$ cat src/rtl/btn_pkg.sv
// Shared constants for the stopwatch push-button front end.
package btn_pkg;

   // 10 ms of debounce at 50 MHz
   localparam int DEF_DEBOUNCE_CYCLES = 500_000;
   // 1 s long-press threshold at 50 MHz
   localparam int DEF_HOLD_CYCLES     = 50_000_000;

endpackage : btn_pkg

$ cat src/rtl/button_channel.sv
// One push-button channel: synchroniser, debounce filter, press/release edge
// pulses and an optional once-per-press long-hold pulse.
module button_channel
   import btn_pkg::*;
#(
   parameter int SYNC_STAGES     = 2,
   parameter int DEBOUNCE_CYCLES = DEF_DEBOUNCE_CYCLES,
   parameter int HOLD_CYCLES     = 0,
   parameter int ACTIVE_LOW      = 0
) (
   input  logic clk,
   input  logic rst_n,
   input  logic raw_i,
   output logic level_o,
   output logic press_o,
   output logic release_o,
   output logic hold_o
);

   localparam int              CNT_W   = $clog2(DEBOUNCE_CYCLES + 1);
   localparam logic [CNT_W-1:0] CNT_MAX = CNT_W'(DEBOUNCE_CYCLES - 1);

   logic [SYNC_STAGES-1:0] sync_q, sync_d;
   logic [SYNC_STAGES-1:0] arm_q, arm_d;
   logic [CNT_W-1:0]       cnt_q, cnt_d;
   logic                   stable_q, stable_d;
   logic                   press_q, press_d;
   logic                   release_q, release_d;
   logic                   s;

   // Synchroniser chain plus a parallel "armed" chain that marks when the
   // first post-reset pin sample has reached the end of the synchroniser.
   always_comb begin
      sync_d = {sync_q[SYNC_STAGES-2:0], raw_i};
      arm_d  = {arm_q[SYNC_STAGES-2:0], 1'b1};
   end

   // Polarity is applied after the chain so the flops themselves always reset to 0.
   assign s = sync_q[SYNC_STAGES-1] ^ (ACTIVE_LOW != 0);

   // Debounce: the stable level flips only after DEBOUNCE_CYCLES consecutive
   // mismatching samples. The count is held off until the chain carries real
   // pin data, so an active-low pin does not read the reset zeros as a press.
   always_comb begin
      cnt_d    = cnt_q;
      stable_d = stable_q;
      if (!arm_q[SYNC_STAGES-1] || s == stable_q) begin
         cnt_d = '0;
      end else if (cnt_q == CNT_MAX) begin
         stable_d = s;
         cnt_d    = '0;
      end else begin
         cnt_d = cnt_q + 1'b1;
      end
      press_d   =  stable_d & ~stable_q;
      release_d = ~stable_d &  stable_q;
   end

   // Channel state registers.
   // NOTE: non-blocking assignments in clocked blocks so every flop samples the
   // pre-edge value of its neighbours; blocking here would collapse the sync chain.
   always_ff @(posedge clk or negedge rst_n) begin
      if (!rst_n) begin
         sync_q    <= '0;
         arm_q     <= '0;
         cnt_q     <= '0;
         stable_q  <= 1'b0;
         press_q   <= 1'b0;
         release_q <= 1'b0;
      end else begin
         sync_q    <= sync_d;
         arm_q     <= arm_d;
         cnt_q     <= cnt_d;
         stable_q  <= stable_d;
         press_q   <= press_d;
         release_q <= release_d;
      end
   end

   assign level_o   = stable_q;
   assign press_o   = press_q;
   assign release_o = release_q;

   if (HOLD_CYCLES > 0) begin : g_hold
      localparam int              HLD_W   = $clog2(HOLD_CYCLES + 1);
      localparam logic [HLD_W-1:0] HLD_MAX = HLD_W'(HOLD_CYCLES);

      logic [HLD_W-1:0] hld_q, hld_d;
      logic             hold_q, hold_d;

      // Hold counter: cleared on press/release, counts while pressed and
      // saturates, so the pulse fires exactly once per press.
      always_comb begin
         hld_d  = hld_q;
         hold_d = 1'b0;
         if (press_d || !stable_q) begin
            hld_d = '0;
         end else if (hld_q != HLD_MAX) begin
            hld_d  = hld_q + 1'b1;
            hold_d = (hld_q == HLD_MAX - 1'b1);
         end
      end

      // Hold registers.
      always_ff @(posedge clk or negedge rst_n) begin
         if (!rst_n) begin
            hld_q  <= '0;
            hold_q <= 1'b0;
         end else begin
            hld_q  <= hld_d;
            hold_q <= hold_d;
         end
      end

      assign hold_o = hold_q;
   end else begin : g_no_hold
      assign hold_o = 1'b0;
   end

endmodule : button_channel

$ cat src/rtl/button_conditioner.sv
// N-channel push-button front end: one independent button_channel per pin.
// All outputs are registered in the clk domain.
module button_conditioner
   import btn_pkg::*;
#(
   parameter int N_BTN           = 4,
   parameter int SYNC_STAGES     = 2,
   parameter int DEBOUNCE_CYCLES = DEF_DEBOUNCE_CYCLES,
   parameter int HOLD_CYCLES     = 0,
   parameter int ACTIVE_LOW      = 0
) (
   input  logic             clk,
   input  logic             rst_n,
   input  logic [N_BTN-1:0] btn_raw,
   output logic [N_BTN-1:0] btn_level,
   output logic [N_BTN-1:0] btn_press,
   output logic [N_BTN-1:0] btn_release,
   output logic [N_BTN-1:0] btn_hold
);

   if (SYNC_STAGES < 2) begin : g_bad_sync
      $error("button_conditioner: SYNC_STAGES must be >= 2 (got %0d)", SYNC_STAGES);
   end
   if (DEBOUNCE_CYCLES < 1) begin : g_bad_deb
      $error("button_conditioner: DEBOUNCE_CYCLES must be >= 1 (got %0d)", DEBOUNCE_CYCLES);
   end

   for (genvar i = 0; i < N_BTN; i++) begin : g_ch
      button_channel #(
         .SYNC_STAGES    (SYNC_STAGES),
         .DEBOUNCE_CYCLES(DEBOUNCE_CYCLES),
         .HOLD_CYCLES    (HOLD_CYCLES),
         .ACTIVE_LOW     (ACTIVE_LOW)
      ) u_ch (
         .clk      (clk),
         .rst_n    (rst_n),
         .raw_i    (btn_raw[i]),
         .level_o  (btn_level[i]),
         .press_o  (btn_press[i]),
         .release_o(btn_release[i]),
         .hold_o   (btn_hold[i])
      );
   end

endmodule : button_conditioner

$ cat config.mk
export PLATFORM = sky130hd
export DESIGN_NAME = button_conditioner
export DESIGN_NICKNAME = d
export VERILOG_FILES = /design/src/rtl/btn_pkg.sv /design/src/rtl/button_channel.sv /design/src/rtl/button_conditioner.sv
export SDC_FILE = /design/constraint.sdc
export NUM_CORES = 1
export LEC_CHECK = 0
export BUFFER_PORTS_ARGS = -buffer_cell sky130_fd_sc_hd__buf_2
export CELL_PAD_IN_SITES_DETAIL_PLACEMENT = 0
export CELL_PAD_IN_SITES_GLOBAL_PLACEMENT = 1
export CORE_ASPECT_RATIO = 1.5
export CORE_MARGIN = 4
export CORE_UTILIZATION = 52
export CTS_CLUSTER_SIZE = 28
export DETAILED_ROUTE_END_ITERATION = 7
export PLACE_DENSITY = 0.87
export SLEW_MARGIN = 20
export SYNTH_ARGS = -nofsm -noshare
export SYNTH_HDL_FRONTEND = slang
export SYNTH_SLANG_ARGS = --single-unit
$ cat constraint.sdc
create_clock -name clk -period 3.7 [get_ports clk]
set_input_delay 0 -clock clk [delete_from_list [all_inputs] [get_ports clk]]
set_output_delay 0 -clock clk [all_outputs]
set_load 0.02 [all_outputs]
==> results.md, run 1 <==
* Status: finished clean
* Hold Violations, Final at 0
* Post-Route WL at 8600 µm
* Nets at 484
* Kind of end point of the critical path: register
* First-pass GRT wire length at 15,000 µm
* Sequential fraction of the synthesis area at 52.6%
* Std cell rows at 42
* Startpoint type of the worst setup path: register
* Detailed placer's ending HPWL at 5770 µm
* Multi-input combinational cell area at 1990 µm²
* Max-Cap Viols at 0
* Total of cells resized after clock tree synthesis at 0
* FF+latch area at 2450 µm²
* Die Height at 124 µm
* Average instance area after synthesis at 10.0 µm²
* Final worst-path cycle share at 59.9%
* Post-detailed-route DRC marker count at 0
* CP Launch Point: g_ch[1].u_ch.cnt_q[0]$_DFF_PN0_
* Number of antenna violations at the first check in global routing at 0
* Worst-case clock skew at 0.00713 ns
* Post-DRT Antenna Nets at 0
* RSZ-0062 raised after global routing: false
* Power per unit of standard cell area at 416 nW/µm²
* Starting density of the core at 53.1%
* Pin count of the biggest net entering global routing at 76
* 1st-pass router iterations at 4
* Die Outline Area at 10,600 µm²
* Die W at 85.3 µm
* Peak ir drop on the vdd network at 0.274 mV
* Fmax achieved at 0.452 GHz
* Number of buffer cells added on primary ports at 17
* Clock edge transition at the registers on the reported setup and hold paths at 0.06 ns
* Number of unique standard cell types used by synthesis at 37
* Via total after detailed routing at 3,256
* Worst Setup Slack, final at 1.49 ns
* Area inside the core boundary at 8780 µm²
* Via count of the first global-routing pass at 3,275
* Number of synthesis warnings at 0
* Fillers at 756
* # Post-CTS Setup Buffers at 0
* Boundary pin count at 22
* Library cell used as clock root buffer: sky130_fd_sc_hd__clkbuf_16
* Post-synthesis instance total at 466
* Post-route minimum period at 2.21 ns
* Global route overflow at 0
* Worst Hold Launch: btn_raw[3]
* Worst Path Class, Setup: reg2reg
* Max-slew violation count at 0
* Worst path required time at 3.89 ns
* Routed WL per cell at 14.6 µm
* Area growth from synthesis to layout at 9.20%
* Fin area at 5090 µm²
* Routability congestion estimate from global placement at 0.826
* Slew at the pin closest to its max-slew limit at 0.955 ns
* Synth Cell Area at 4660 µm²
* Sinks on Clock Net at 98
* Worst endpoint data arrival time at 2.41 ns
* Post-DP Area at 4730 µm²
* Total instance count after detailed placement at 568
* TritonCTS clock tree: built
* Antenna fix cells at 0
* Share of cells above drive strength 1 at 9.43%
* Slew HR at 36.3%
* Final setup fails at 0
* Final cell count without fillers at 587
* Critical Path Fanout Max at 18
* Pre-CTS setup slack at 1.51 ns
* Clock buffer count from CTS at 9
* Leakage dissipation at 2.02 nW
* Number of vias per cell at 5.55
* Insertion delay of the later-clocked pin in the worst-skew pair at 0.34 ns
* Starting DRT DRC Count at 128
* Type of the tightest min-delay check: in2reg
* Critical R2R Launch: g_ch[1].u_ch.cnt_q[0]$_DFF_PN0_
* Post-route setup TNS at 0 ns
* Overall routing resource usage at 17.7%
* Htree depth at 3
* Post-synthesis register bit count at 98
* Maximum buffer depth of the clock tree at 2
## routing by layer
| metal | global-route usage, % | wire length [µm] |
|---|---|---|
| met5 | 0 | 0 |
| met4 | 8.61 | 97 |
| met3 | 3.24 | 277 |
| met2 | 29.0 | 4330 |
| met1 | 22.4 | 3890 |
## path summary, 6_finish.rpt
kind                                                     to  slack [ns]  depth (start not counted)
setup / recovery           g_ch[1].u_ch.cnt_q[12]$_DFF_PN0_        1.49                          5
hold / removal             g_ch[3].u_ch.sync_q[0]$_DFF_PN0_        0.30                          2
max in group asynchronous  g_ch[0].u_ch.cnt_q[13]$_DFF_PN0_        2.47                          3
min in group asynchronous  g_ch[0].u_ch.cnt_q[16]$_DFF_PN0_        0.36                          2
hold reg to reg             g_ch[0].u_ch.arm_q[1]$_DFF_PN0_        0.34                          0
setup reg to reg           g_ch[1].u_ch.cnt_q[12]$_DFF_PN0_        1.49                          5
## cells in the final DEF (no fill, tap or decap), types with 5 or more instances in the layout
cell,count
sky130_fd_sc_hd__a21oi_1,15
sky130_fd_sc_hd__and4_1,5
sky130_fd_sc_hd__buf_2,16
sky130_fd_sc_hd__clkbuf_16,9
sky130_fd_sc_hd__conb_1,5
sky130_fd_sc_hd__dfrtp_1,98
sky130_fd_sc_hd__dlygate4sd3_1,5
sky130_fd_sc_hd__inv_1,14
sky130_fd_sc_hd__nand2_1,20
sky130_fd_sc_hd__nand3_1,35
sky130_fd_sc_hd__nand4_1,18
sky130_fd_sc_hd__nor2_1,71
sky130_fd_sc_hd__nor3_1,14
sky130_fd_sc_hd__nor3b_1,9
sky130_fd_sc_hd__nor4_1,15
sky130_fd_sc_hd__o21ai_0,6
sky130_fd_sc_hd__o31ai_1,7
sky130_fd_sc_hd__or3_1,6
sky130_fd_sc_hd__or4_1,10
sky130_fd_sc_hd__xnor2_1,41
sky130_fd_sc_hd__xor2_1,16
## cell families (layout without fill, tap and decap cells)
logic type	after synthesis	in the layout	share of synthesized area (%)
AND/OR/NAND/NOR	224	224	25.3
flip-flops	98	98	52.6
XOR/XNOR	57	57	10.7
buffers and inverters	44	52	4.99
AO/OA/AOI/OAI	33	33	4.21
adder cells (fa/ha/maj)	4	4	1.07
multiplexers	4	4	0.966
other	2	5	0.161
## repair_timing
item                                   4_1_cts  5_1_grt
endpoints found under the hold margin       78        0
hold buffers                                 5        0
setup endpoints to repair                    0        0
## cells in the mapped netlist, drive strengths merged
library cell | count | share of area (%)
dfrtp | 98 | 53
nor2 | 71 | 5.7
xnor2 | 41 | 7.7
nand3 | 36 | 4.0
buf | 20 | 3.1
nand2 | 20 | 1.6
nand4 | 19 | 2.7
xor2 | 16 | 3.0
a21oi | 15 | 1.6
nor4 | 15 | 2.0
inv | 14 | 1.1
nor3 | 14 | 1.5
clkbuf | 10 | 0.81
or4 | 10 | 1.6
nor3b | 9 | 1.4
or3 | 8 | 1.1
o31ai | 7 | 1.1
o21ai | 6 | 0.64
and4 | 5 | 0.94
and3 | 4 | 0.54
ha | 4 | 1.1
mux2 | 4 | 0.97
or2 | 4 | 0.54
a21o | 3 | 0.48
nor4b | 3 | 0.56
conb | 2 | 0.16
nand2b | 2 | 0.27
and2 | 1 | 0.13
nand4bb | 1 | 0.24
nor4bb | 1 | 0.21
o211ai | 1 | 0.16
o41ai | 1 | 0.19
or3b | 1 | 0.19
## critical path: stages, from the launching register on
cell                      delay (ns)
sky130_fd_sc_hd__dfrtp_1        0.39
sky130_fd_sc_hd__ha_1           0.22
sky130_fd_sc_hd__nand4_1        0.34
sky130_fd_sc_hd__nor4_1         0.43
sky130_fd_sc_hd__a21o_1         0.55
sky130_fd_sc_hd__nor2_1         0.13
## registers in the layout, summed over array words and instances, names as in the netlist
signal and cells:
g_ch.u_ch.arm_q 2, g_ch.u_ch.level_o 4, g_ch.u_ch.press_o 4, g_ch.u_ch.cnt_q 76
g_ch.u_ch.release_o 4, g_ch.u_ch.sync_q 8
## area by class of cell
class	count	area share, %
sequential	98	48.2
multi-input combinational	327	39.1
clock buffer	11	4.77
timing repair buffer	24	3.00
tap	110	2.70
clock inverter	3	1.28
inverter	14	1.03
## stage by stage
step | power [W] | utilization, % | hold slack, ns
after CTS | 0.00215 | 58.0 | 0.284
final | 0.00212 | 58.0 | 0.298
after global placement | 0.00116 | 53.9 | 0.111
after detailed placement | 0.00116 | 53.9 | 0.109
after global routing | 0.00220 | 58.0 | 0.308
after floorplan | 0.00113 | - | -0.296
## where the power goes
part	switching [W]	total [W]	internal (W)	leakage, nW
Combinational	0.0000425	0.0000555	0.0000130	0.528
Clock	0.000370	0.000972	0.000602	0.151
Sequential	0.00000879	0.00109	0.00108	1.34
Total	0.000421	0.00212	0.00170	2.02
Note: power is estimated with default switching activity, not from simulation.
==> run 2, diff against run 1 <==
--- a/config.mk
+++ b/config.mk
@@ -10,10 +10,10 @@
 export CELL_PAD_IN_SITES_GLOBAL_PLACEMENT = 1
 export CORE_ASPECT_RATIO = 1.5
 export CORE_MARGIN = 4
-export CORE_UTILIZATION = 52
+export CORE_UTILIZATION = 44
 export CTS_CLUSTER_SIZE = 28
 export DETAILED_ROUTE_END_ITERATION = 7
-export PLACE_DENSITY = 0.87
+export PLACE_DENSITY = 0.79
 export SLEW_MARGIN = 20
 export SYNTH_ARGS = -nofsm -noshare
 export SYNTH_HDL_FRONTEND = slang
==> constraint.sdc (replaced) <==
create_clock -name clk -period 1.8 [get_ports clk]
set_input_delay 0 -clock clk [delete_from_list [all_inputs] [get_ports clk]]
set_output_delay 0 -clock clk [all_outputs]
set_load 0.02 [all_outputs]
==> run 2 against run 1 <==
  * Die area grew 17%
  * Sequential cell count stayed put
  * Combinational power grew 140%
  * Routed wire length grew 6.3%
  * Sequential share of layout area is 4.0 points lower
  * Critical path type unchanged
  * Largest power group unchanged
==> results.md, run 2 (same netlist as run 1, synthesis figures left out) <==
* Status: finished clean
* Overall routing resource usage at 16.2% (-1.4 points)
* Antenna fix cells at 0 (unchanged)
* Share of cells above drive strength 1 at 20.4% (+11 points)
* Htree depth at 3 (unchanged)
* Multi-input combinational cell area at 2040 µm² (+2.8%)
* Routability congestion estimate from global placement at 0.856 (+3.6%)
* Top library cells by usage in the layout, fill and taps aside: sky130_fd_sc_hd__dfrtp_1, sky130_fd_sc_hd__nor2_1, sky130_fd_sc_hd__buf_4, sky130_fd_sc_hd__xnor2_1, sky130_fd_sc_hd__nand3_1
* Post-route minimum period at 1.76 ns (-0.450 ns)
* First-pass GRT wire length at 16,300 µm (+9.2%)
* Pin count of the biggest net entering global routing at 44 (-42%)
* Final worst-path cycle share at 98.0% (+38 points)
* Area inside the core boundary at 10,200 µm² (+17%)
* Post-DRT Antenna Nets at 0 (unchanged)
* TritonCTS clock tree: built
* Maximum buffer depth of the clock tree at 2 (unchanged)
* Critical Path Fanout Max at 3 (-15)
* Starting density of the core at 45.5% (-7.6 points)
* Max-slew violation count at 0 (unchanged)
* Number of vias per cell at 5.21 (-6.1%)
* Total instance count after detailed placement at 644 (+13%)
* Peak ir drop on the vdd network at 0.544 mV (+99%)
* Type of the tightest min-delay check: in2async
* RSZ-0062 raised after global routing: true
* Nets at 529 (+9.3%)
* Std cell rows at 45 (+7.1%)
* Worst Path Class, Setup: reg2reg
* Worst path required time at 2.03 ns (-1.86 ns)
* Post-detailed-route DRC marker count at 0 (unchanged)
* Top reg by flops: g_ch.u_ch.cnt_q
* Startpoint type of the worst setup path: register
* Final cell count without fillers at 665 (+13%)
* Boundary pin count at 22 (unchanged)
* Power per unit of standard cell area at 770 nW/µm² (+85%)
* Insertion delay of the later-clocked pin in the worst-skew pair at 0.34 ns (about the same)
* FF+latch area at 2460 µm² (+0.15%)
* Worst path slowest cell: sky130_fd_sc_hd__or4_1
* Max-Cap Viols at 0 (unchanged)
* Starting DRT DRC Count at 83 (-35%)
* Number of antenna violations at the first check in global routing at 0 (unchanged)
* Final setup fails at 0 (unchanged)
* Post-route setup TNS at 0 ns (unchanged)
* Final design utilization at 54.3% (-3.7 points)
* Routed WL per cell at 13.7 µm (-6.2%)
* Cells on worst reg2reg path at 4 (-1)
* Longest individual stage delay on the worst path at 0.53 ns (-0.02 ns)
* Flip-flop count of the largest register, all copies and words added at 76 (unchanged)
* Worst endpoint data arrival time at 1.99 ns (-0.42 ns)
* Die Outline Area at 12,300 µm² (+17%)
* Worst-case clock skew at 0.00587 ns (-0.00126 ns)
* Kind of end point of the critical path: register
* Leakage dissipation at 2.26 nW (+12%)
* Power, Total at 0.00428 W (+100%)
* Clock edge transition at the registers on the reported setup and hold paths at 0.07 ns (about the same)
* Post-Route WL at 9130 µm (+6.3%)
* Library cell used as clock root buffer: sky130_fd_sc_hd__clkbuf_16
* Die Height at 134 µm (+8.2%)
* Fillers at 920 (+22%)
* # Post-CTS Setup Buffers at 0 (unchanged)
* Via total after detailed routing at 3,464 (+6.4%)
* Number of buffer cells added on primary ports at 17 (unchanged)
* Registers with the highest flip-flop counts: g_ch.u_ch.cnt_q x76, g_ch.u_ch.sync_q x8
* Sinks on Clock Net at 98 (unchanged)
* Die W at 92.1 µm (+7.9%)
* Clock buffer count from CTS at 9 (unchanged)
* Area growth from synthesis to layout at 19.3%
* Global route overflow at 0 (unchanged)
* Via count of the first global-routing pass at 3,623 (+11%)
* Detailed placer's ending HPWL at 6650 µm (+15%)
* Hold Violations, Final at 0 (unchanged)
* Worst-path cell chain: or4_1 -> nor4b_2 -> nand3_1 -> mux2_2
* 1st-pass router iterations at 4 (unchanged)
* Most common cell after layout, fill and taps aside: sky130_fd_sc_hd__dfrtp_1
* Fmax achieved at 0.567 GHz (+25%)
==> run 2: changes by cell type in the layout (fill, tap and decap cells not counted), sizes merged <==
cell and change:
bufinv -2, clkinv +1, clkinvlp +1, clkbuf +2
buf +45
==> run 2: layout make-up <==
| type | count | area share [%] |
|---|---|---|
| well taps | 141 | 3.17 |
| clock buffers | 13 | 5.04 |
| flip-flops and latches | 98 | 44.2 |
| repair buffers | 69 | 9.56 |
| multi-input cells | 327 | 36.8 |
| inverters | 14 | 0.945 |
| clock inverters | 3 | 0.382 |
==> run 2: repair_timing <==
action                     4_1_cts  5_1_grt
hold endpoints to repair        39        0
setup endpoints to repair        0       37
hold buffers                     5        0
resized for setup                0       12
==> run 2: worst paths after layout <==
check / start / endpoint / slack, ns
max: g_ch[1].u_ch.cnt_q[14]$_DFF_PN0_ / g_ch[1].u_ch.level_o$_DFF_PN0_ / 0.04
min: rst_n / g_ch[0].u_ch.cnt_q[17]$_DFF_PN0_ / 0.16
max reg2reg: g_ch[1].u_ch.cnt_q[14]$_DFF_PN0_ / g_ch[1].u_ch.level_o$_DFF_PN0_ / 0.04
min reg2reg: g_ch[3].u_ch.arm_q[0]$_DFF_PN0_ / g_ch[0].u_ch.arm_q[1]$_DFF_PN0_ / 0.36
max in group asynchronous: rst_n / g_ch[2].u_ch.cnt_q[7]$_DFF_PN0_ / 0.99
min in group clk: btn_raw[3] / g_ch[3].u_ch.sync_q[0]$_DFF_PN0_ / 0.29
==> run 2: report_power, final <==
part / internal [W] / switching, W
Clock: 0.00109 / 0.000822
Combinational: 0.0000434 / 0.0000892
Sequential: 0.00222 / 0.0000189
Total: 0.00335 / 0.000930
==> run 2: critical path: cells and delay by family, from the launching register on <==
family           cells  cell delay, ns
DFF                  1            0.37
muxes                1            0.31
and+or+nand+nor      3            0.97
==> run 2: stage by stage <==
stage,instance area [µm²],hold slack [ns],worst slack [ns]
after floorplan,4710,-0.296,-0.0461
after global placement,5170,-0.00195,0.0511
after detailed placement,5170,0.00116,0.0404
after CTS,5520,0.167,0.0308
after global routing,5560,0.208,-0.0527
final,5560,0.158,0.0354
==> run 2: routing by layer <==
layer | global-route usage (%) | wire length (µm) | vias up
li1 | - | - | 1710
met1 | 19.1 | 3910 | 1703
met2 | 28.9 | 4780 | 40
met3 | 3.87 | 277 | 11
met4 | 5.45 | 157 | 0
met5 | 0 | 0 | -
==> run 3, diff against run 2 <==
--- a/config.mk
+++ b/config.mk
@@ -10,10 +10,10 @@
 export CELL_PAD_IN_SITES_GLOBAL_PLACEMENT = 1
 export CORE_ASPECT_RATIO = 1.5
 export CORE_MARGIN = 4
-export CORE_UTILIZATION = 44
+export CORE_UTILIZATION = 35
 export CTS_CLUSTER_SIZE = 28
 export DETAILED_ROUTE_END_ITERATION = 7
-export PLACE_DENSITY = 0.79
+export PLACE_DENSITY = 0.66
 export SLEW_MARGIN = 20
 export SYNTH_ARGS = -nofsm -noshare
 export SYNTH_HDL_FRONTEND = slang
==> run 3 against run 2 <==
  * Die area grew 24%
  * Core utilization shrank 11 points
  * Clock power grew 4%
  * First-iteration DRC count rose by 39%
  * Register-to-register slack lost 0.02 ns
  * Critical path depth did not move
  * Sequential power hardly changed
==> results.md, run 3 (same netlist as run 1, synthesis figures left out) <==
* Starting density of the core at 35.8% (-9.7 points)
* Worst endpoint data arrival time at 2.06 ns (+0.07 ns)
* Crit-path leading delay family: simple AND/OR/NAND/NOR gates
* Area inside the core boundary at 13,000 µm² (+27%)
* Post-detailed-route DRC marker count at 0 (unchanged)
* Post-route minimum period at 1.79 ns (+0.0244 ns)
* Die W at 102 µm (+11%)
* TritonCTS clock tree: built
* Worst path slowest cell: sky130_fd_sc_hd__or4_4
* Routed WL per cell at 13.7 µm (-0.42%)
* Met3 track demand over resource at 2.11% (-1.8 points)
* Fin area at 5610 µm² (+0.90%)
* Grt met2 use at 22.6% (-6.3 points)
* R2r setup slk at 0.01 ns (-0.02 ns)
* Registers with the highest flip-flop counts: g_ch.u_ch.cnt_q x76, g_ch.u_ch.sync_q x8
* Bufs and invs on worst path at 0 (unchanged)
* Via count of the first global-routing pass at 3,577 (-1.3%)
* Top library cells by usage in the layout, fill and taps aside: sky130_fd_sc_hd__dfrtp_1, sky130_fd_sc_hd__nor2_1, sky130_fd_sc_hd__buf_4, sky130_fd_sc_hd__xnor2_1, sky130_fd_sc_hd__nand3_1
* Maximum buffer depth of the clock tree at 2 (unchanged)
* Max-slew violation count at 0 (unchanged)
* Overall routing resource usage at 13.5% (-2.7 points)
* Longest individual stage delay on the worst path at 0.53 ns (about the same)
* Multi-input combinational cell area at 2070 µm² (+1.1%)
* Most common cell after layout, fill and taps aside: sky130_fd_sc_hd__dfrtp_1
* Antenna fix cells at 0 (unchanged)
* Sinks on Clock Net at 98 (unchanged)
* Via total after detailed routing at 3,456 (-0.23%)
* Die Height at 149 µm (+11%)
* Routability congestion estimate from global placement at 0.809 (-5.4%)
* Die Outline Area at 15,300 µm² (+24%)
* Post-Route WL at 9340 µm (+2.3%)
* Met1 GRT Util at 16.5% (-2.7 points)
* WP depth at 4 (unchanged)
* RSZ-0062 raised after global routing: true
* Insertion delay of the later-clocked pin in the worst-skew pair at 0.34 ns (about the same)
* Worst hold slack after final layout at 0.158 ns (-0.000305 ns)
* Worst path required time at 2.07 ns (+0.04 ns)
* Top reg by flops: g_ch.u_ch.cnt_q
* Number of buffer cells added on primary ports at 17 (unchanged)
* Post-DP Area at 5190 µm² (+0.44%)
* 1st-pass router iterations at 4 (unchanged)
* Critical R2R Launch: g_ch[0].u_ch.cnt_q[5]$_DFF_PN0_
* Power, Total at 0.00437 W (+1.9%)
* Peak ir drop on the vdd network at 0.335 mV (-38%)
* Htree depth at 3 (unchanged)
* Fmax achieved at 0.559 GHz (-1.4%)
* Share of cells above drive strength 1 at 20.6% (+0.19 points)
* Starting DRT DRC Count at 115 (+39%)
* Leakage dissipation at 2.26 nW (about the same)
* Endpoint of the lowest-slack register-to-register path: g_ch[0].u_ch.cnt_q[17]$_DFF_PN0_
* Boundary pin count at 22 (unchanged)
* Grt peak-use layer: met2
* Post-DRT Antenna Nets at 0 (unchanged)
* Kind of end point of the critical path: register
* Type of the tightest min-delay check: in2async
* Status: finished clean
* Clock buffer count from CTS at 9 (unchanged)
* Worst Path Class, Setup: reg2reg
* Final worst-path cycle share at 99.4% (+1.4 points)
* FF+latch area at 2450 µm² (about the same)
* First-pass GRT wire length at 16,500 µm (+0.80%)
* Max-Cap Viols at 0 (unchanged)
* Clock edge transition at the registers on the reported setup and hold paths at 0.07 ns (about the same)
* Worst-path cell chain: nand3_4 -> or4_4 -> or4_1 -> a21oi_1
* Cells on worst reg2reg path at 4 (unchanged)
* Power per unit of standard cell area at 778 nW/µm² (+1.0%)
* Nets at 529 (unchanged)
* Number of antenna violations at the first check in global routing at 0 (unchanged)
* Critical Path Fanout Max at 8 (+5)
* Std cell rows at 51 (+13%)
* Library cell used as clock root buffer: sky130_fd_sc_hd__clkbuf_16
* Number of vias per cell at 5.06 (-2.9%)
* Flip-flop count of the largest register, all copies and words added at 76 (unchanged)
* Final setup fails at 0 (unchanged)
* Startpoint type of the worst setup path: register
* Area growth from synthesis to layout at 20.4%
* Fillers at 1,256 (+37%)
* Worst-case clock skew at 0.00703 ns (+0.00116 ns)
* Detailed placer's ending HPWL at 6720 µm (+1.0%)
* Global route overflow at 0 (unchanged)
* Pin count of the biggest net entering global routing at 44 (unchanged)
* Hold Violations, Final at 0 (unchanged)
## run 3: per-stage QoR
step	setup TNS (ns)	std cells	setup slack, ns	util (%)
2_1_floorplan	-0.0461	469	-0.0461	-
3_3_place_gp	0	662	0.0472	39.9
3_5_place_dp	0	662	0.0192	39.9
4_1_cts	0	683	0.00943	42.7
5_1_grt	-0.255	683	-0.0846	43.1
6_report	0	683	0.0110	43.1
## run 3: how the worst max path moves through the flow
stage / startpoint / to / slack, ns
after CTS: g_ch[0].u_ch.cnt_q[5]$_DFF_PN0_ / g_ch[0].u_ch.cnt_q[17]$_DFF_PN0_ / 0.009
after floorplan: g_ch[0].u_ch.cnt_q[4]$_DFF_PN0_ / g_ch[0].u_ch.cnt_q[17]$_DFF_PN0_ / -0.05
after global routing: g_ch[3].u_ch.cnt_q[1]$_DFF_PN0_ / g_ch[3].u_ch.cnt_q[18]$_DFF_PN0_ / -0.08
after global placement: g_ch[0].u_ch.cnt_q[5]$_DFF_PN0_ / g_ch[0].u_ch.cnt_q[17]$_DFF_PN0_ / 0.05
final: g_ch[0].u_ch.cnt_q[5]$_DFF_PN0_ / g_ch[0].u_ch.cnt_q[17]$_DFF_PN0_ / 0.01
after detailed placement: g_ch[0].u_ch.cnt_q[5]$_DFF_PN0_ / g_ch[0].u_ch.cnt_q[17]$_DFF_PN0_ / 0.02
## run 3: what timing repair did
action,in CTS,in global routing
endpoints found under the hold margin,39,0
buffers inserted,0,0
hold buffers,5,0
setup endpoints to repair,0,26
resized for setup,0,17
## run 3: cell type report
cell class                 instances  area share [%]
inverter                          14           0.936
clock inverter                     3           0.847
sequential                        98            43.7
multi-input combinational        327            36.8
clock buffer                      13            4.64
tap                              159            3.54
timing repair buffer              69            9.47
## run 3: per-layer routing
layer  up-vias  share of wire (%)
li1       1712                  -
met1      1665                 43
met2        56                 51
met3        23                2.8
met4         0                3.4
met5         -                  0
## run 3: power by group
group	total, W	switching (W)	internal (W)
clock	0.00199	0.000827	0.00116
sequential	0.00224	0.0000174	0.00222
combinational	0.000140	0.0000930	0.0000469
total	0.00437	0.000938	0.00343
## run 3: worst reg2reg max path: stages, from the launching register on
cell,delay (ns)
sky130_fd_sc_hd__dfrtp_1,0.45
sky130_fd_sc_hd__nand3_4,0.09
sky130_fd_sc_hd__or4_4,0.53
sky130_fd_sc_hd__or4_1,0.51
sky130_fd_sc_hd__a21oi_1,0.14
